$ cat config.mk
export PLATFORM = sky130hd
export DESIGN_NAME = popcount_seq
export DESIGN_NICKNAME = d
export VERILOG_FILES = /design/src/rtl/popcount_seq.sv
export SDC_FILE = /design/constraint.sdc
export NUM_CORES = 1
export LEC_CHECK = 0
export CORE_UTILIZATION = 40
export CTS_CLUSTER_DIAMETER = 40
export CTS_CLUSTER_SIZE = 30
export DETAILED_ROUTE_END_ITERATION = 16
export GPL_ROUTABILITY_DRIVEN = 0
export PLACE_DENSITY = 0.76
export SLEW_MARGIN = 20
export SYNTH_ARGS = -nofsm -noshare
export SYNTH_HDL_FRONTEND = slang
export SYNTH_SLANG_ARGS = --single-unit
$ cat constraint.sdc
create_clock -name clk -period 6.2 [get_ports clk]
set_clock_uncertainty 0.05 [all_clocks]
set_input_delay 1.24 -clock clk [delete_from_list [all_inputs] [get_ports clk]]
set_output_delay 1.24 -clock clk [all_outputs]
set_load 0.01 [all_outputs]
$ cat src/rtl/popcount_seq.sv
// Multi-cycle population count and bit-set classifier: scans one WIDTH-bit word CHUNK bits per clock.
// Optional FIRST_IDX_EN adds first_idx, the index of the lowest set bit of the captured word.
module popcount_seq #(
  parameter int WIDTH = 32,
  parameter int CHUNK = 8,
  localparam int N  = WIDTH / CHUNK,
  localparam int CW = $clog2(WIDTH + 1),
  localparam int IW = $clog2(WIDTH)
) (
  input  logic             clk,
  input  logic             reset,
  input  logic             start,
  input  logic [WIDTH-1:0] data,
  input  logic [CW-1:0]    k,
  output logic             busy,
  output logic             done,
  output logic [CW-1:0]    count,
  output logic             onehot,
  output logic             zero,
  output logic             match,
  output logic [1:0]       dbg_state
`ifdef FIRST_IDX_EN
  ,output logic [IW-1:0]   first_idx
`endif
);

  localparam int IXW = (N > 1) ? $clog2(N) : 1;

  localparam logic [1:0] S_IDLE = 2'd0;
  localparam logic [1:0] S_RUN  = 2'd1;
  localparam logic [1:0] S_DONE = 2'd2;

  generate
    if (WIDTH < 2 || (WIDTH % CHUNK) != 0) begin : g_bad_params
      $error("popcount_seq: WIDTH must be >= 2 and a multiple of CHUNK");
    end
  endgenerate

  // Handshake: start is only looked at in IDLE; busy covers RUN and DONE, and
  // done is a one-cycle pulse marking the result registers as newly valid.
  logic [1:0]       state;
  logic [WIDTH-1:0] shadow;
  logic [CW-1:0]    ktgt;
  logic [CW-1:0]    acc;
  logic [IXW-1:0]   idx;
  logic [CHUNK-1:0] chunk;
  logic [CW-1:0]    chunk_pop;
  logic [CW-1:0]    sum;
  logic             last;

  always_comb begin
    chunk     = shadow[idx*CHUNK +: CHUNK];
    chunk_pop = '0;
    for (int i = 0; i < CHUNK; i++) begin
      chunk_pop = chunk_pop + CW'(chunk[i]);
    end
    sum  = acc + chunk_pop;
    last = (idx == IXW'(N - 1));
  end

`ifdef FIRST_IDX_EN
  logic          found;
  logic [IW-1:0] fi_acc;
  logic [IW-1:0] low_pos;
  logic [IW-1:0] fi_cand;
  logic [IW-1:0] fi_next;

  // Lowest set bit of the current chunk, offset to its position in the word.
  always_comb begin
    low_pos = '0;
    for (int i = CHUNK - 1; i >= 0; i--) begin
      if (chunk[i]) low_pos = IW'(i);
    end
    fi_cand = IW'(int'(idx) * CHUNK) + low_pos;
    fi_next = found ? fi_acc : ((|chunk) ? fi_cand : '0);
  end
`endif

  always_ff @(posedge clk or posedge reset) begin
    if (reset) begin
      state  <= S_IDLE;
      shadow <= '0;
      ktgt   <= '0;
      acc    <= '0;
      idx    <= '0;
      count  <= '0;
      onehot <= 1'b0;
      zero   <= 1'b0;
      match  <= 1'b0;
`ifdef FIRST_IDX_EN
      found     <= 1'b0;
      fi_acc    <= '0;
      first_idx <= '0;
`endif
    end else begin
      case (state)
        S_IDLE: begin
          if (start) begin
            shadow <= data;
            ktgt   <= k;
            acc    <= '0;
            idx    <= '0;
`ifdef FIRST_IDX_EN
            found  <= 1'b0;
            fi_acc <= '0;
`endif
            state  <= S_RUN;
          end
        end
        S_RUN: begin
          acc <= sum;
          idx <= idx + 1'b1;
`ifdef FIRST_IDX_EN
          if (!found && (|chunk)) begin
            found  <= 1'b1;
            fi_acc <= fi_cand;
          end
`endif
          // The final chunk's sum goes straight to the result registers.
          if (last) begin
            count  <= sum;
            onehot <= (sum == CW'(1));
            zero   <= (sum == '0);
            match  <= (sum == ktgt);
`ifdef FIRST_IDX_EN
            first_idx <= fi_next;
`endif
            state  <= S_DONE;
          end
        end
        S_DONE:  state <= S_IDLE;
        default: state <= S_IDLE;
      endcase
    end
  end

  assign busy      = (state != S_IDLE);
  assign done      = (state == S_DONE);
  assign dbg_state = state;

endmodule
==> flow_summary_export.csv <==
group,metric,value,unit
place,place_hpwl,3880,microns
worst_hold_path,hp-class,"flip-flop to flip-flop",
global_route,grt.overflow.total,0,
clock_tree,htree_levels,3,
synth,syn_area_per_cell,9.43,sq um
floorplanning,ios,54,
timing,setup_tns,0,ns
route,drt_first_iter_violations,76,
global_route,track_usage,16.9,%
timing,period_share,74.7,%
route,wl_per_cell,12.1,microns
worst_setup_path,crit_slowest_cell,"dfrtp_1",
clock_tree,clkSinkCount,57,
flow_run,cap_violations,0,
floorplanning,start_util,41.4,%
final_layout,drive_gt1_share,8.47,%
synth,synthCells,298,
worst_setup_path,critPathCaptureType,"flip-flop",
worst_setup_path,crit_type,"flip-flop to flip-flop",
worst_setup_path,cp.arrival,4.82,ns
worst_setup_path,crit_required,6.38,ns
worst_setup_path,slowest_delay,0.65,ns
route,vias,2078,
global_route,antenna_found_initial,0,
floorplanning,rows,30,
floorplanning,chipWidth,85.8,microns
clock_tree,cts_post_setup_buffers_inserted,0,
timing,fin_ws,1.57,ns
final_layout,finish.net_count,403,
synth,yosysWarningCount,0,
timing,max_freq,0.216,GHz
clock_tree,clockBufferDepth,2,
clock_tree,cts_buffers,9,
synth,seq_area_frac_synth,50.7,%
floorplanning,die_h,85.8,microns
worst_setup_path,start_kind,"flip-flop",
place,preCtsSetupSlack,1.55,ns
floorplanning,core,6790,sq um
synth,synthArstFlopShare,100,%
timing,slew_violations,0,
synth,synth_ff_type,"dfrtp_1",
synth,synth.top_cell.area_share,50.7,%
worst_setup_path,crit_top_cell,"fa_1",
timing,worstMarginPinSlew,0.693,ns
timing,rsz0062_at_grt,"no",
clock_tree,root_buffer,"clkbuf_8",
synth,synth_area_leaders,"dfrtp_1 (51%), nand2_1 (17%), mux4_2 (6.4%)",
floorplanning,fp.dieArea,7370,sq um
synth,synthTopCellsByCount,"nand2_1 (124), dfrtp_1 (57), inv_1 (20)",
worst_setup_path,cpLargestDelayFamily,"adder cells",
synth,synth_most_common_cell,"nand2_1",
route,drc_errors,0,
route,drtAntennaViolNets,0,
outcome,outcome,"complete, no violations",
synth,synthesis.nets,351,
route,totalWireLength,5430,microns
global_route,grt_max_degree,58,
final_layout,diodes,0,
final_layout,synthToLayoutAreaGrowth,28.3,%
global_route,grt_pass1_wl,9500,microns
synth,synth_area,2810,sq um
worst_setup_path,path_cells,"mux4_2, inv_1, fa_1, inv_1, fa_1, inv_1, fa_1, fa_1, fa_1, nor2b_1, o21ai_0, and3_1, o2111a_1, a31o_1",
synth,synth_top_area_cell,"dfrtp_1",
worst_setup_path,crit_buf_inv,3,
clock_tree,clock_latency,0.34,ns
clock_tree,cts_tree,"yes",
place,io_buffers,53,
timing,slew_headroom,53.8,%
synth,ys_ff_latch,57,
clock_tree,holdBufCountCts,0,
worst_setup_path,crit_fanout,11,
worst_setup_path,rrSetupSlack,1.57,ns
clock_tree,clk_pin_slew,0.06,ns
clock_tree,ctsResizeCount,0,
global_route,grt_pass1_vias,2077,
route,vias_per_cell,4.62,
synth,synthDistinctLibCells,31,
route,first_pass_iters,4,
timing,period_minus_slack,4.63,ns
timing,setup_viol,0,
timing,final-hold-violation-count,0,
synth,synth_edf_count,0,
==> layout by cell type, fill, tap and decap left out <==
cell | Yosys | final
nand2_1 | 124 | 124
dfrtp_1 | 57 | 57
clkdlybuf4s50_1 | 0 | 53
inv_1 | 20 | 19
o21ai_0 | 16 | 16
clkbuf_8 | 0 | 11
nand3_1 | 8 | 8
mux4_2 | 8 | 8
xnor2_1 | 7 | 7
ha_1 | 7 | 7
xor2_1 | 5 | 5
fa_1 | 5 | 5
nor2_1 | 4 | 4
a21oi_1 | 4 | 4
and2_1 | 3 | 3
buf_4 | 0 | 3
a31o_1 | 2 | 2
clkinv_2 | 0 | 2
nand2b_4 | 1 | 1
or2_1 | 1 | 1
nor2b_1 | 1 | 1
and3_1 | 1 | 1
or2_2 | 1 | 1
clkinv_4 | 1 | 1
and2_4 | 1 | 1
and2b_1 | 1 | 1
inv_2 | 0 | 1
o22ai_1 | 1 | 1
a22o_1 | 1 | 1
nor4_1 | 1 | 1
a32o_1 | 1 | 1
o2111a_1 | 1 | 1
clkbuf_1 | 8 | 1
bufinv_16 | 0 | 1
==> cell families after synthesis <==
kind of cell    count (synthesis)  share of synthesized area (%)
simple gates                  147                           21.4
flops                          57                           50.7
buf+inv                        36                           5.61
compound gates                 26                           5.47
xor+xnor                       12                           3.74
fa+ha+maj                      12                           6.68
mux                             8                           6.41
==> area by class of cell <==
class	instances	area [sq um]
inverters	21	83.8
fillers	636	3190
multi-input cells	205	1230
repair buffers	56	553
flip-flops and latches	57	1430
well taps	96	120
clock inverters	3	40.0
clock buffers	12	155
==> path summary, 6_finish.rpt <==
kind                       cells past startpoint  startpoint         end
max reg2reg                                   14      idx[0]        zero
max in group asynchronous                      3       reset      acc[3]
min                                            2  shadow[22]  shadow[22]
min in group asynchronous                      3       reset  shadow[13]
min reg2reg                                    2  shadow[22]  shadow[22]
max                                           14      idx[0]        zero
==> metal layers <==
| metal | wire [microns] | track usage [%] | vias to the layer above |
|---|---|---|---|
| met5 | 0 | 0 | - |
| met4 | 120 | 8.64 | 0 |
| met3 | 218 | 4.43 | 11 |
| met2 | 2610 | 26.2 | 45 |
| met1 | 2480 | 22.1 | 972 |
| li1 | - | - | 1050 |
==> worst register-to-register path, delay by kind of cell, from the launching register on <==
family / cells / cell delay [ns]
simple gates: 2 / 0.34
flops: 1 / 0.65
mux: 1 / 0.30
compound gates: 3 / 0.60
buf+inv: 3 / 0.15
fa+ha+maj: 5 / 2.42
==> through the flow <==
stage               hold WS, ns  cells  utilization (%)  area (sq um)
floorplan                 0.390    298                -          2810
global placement          0.405    435             50.2          3410
detailed placement        0.414    435             50.2          3410
CTS                       0.429    450             53.1          3610
global route              0.450    450             53.1          3610
finish                    0.428    450             53.1          3610
==> state kept, by name (all words and copies together), names as in the netlist <==
signal / cells
shadow: 32
acc: 6
count: 6
ktgt: 6
dbg_state: 2
idx: 2
match: 1
onehot: 1
zero: 1
Power is not shown: default switching activity piles up to over one toggle a cycle in this logic, so the estimate is an artifact.
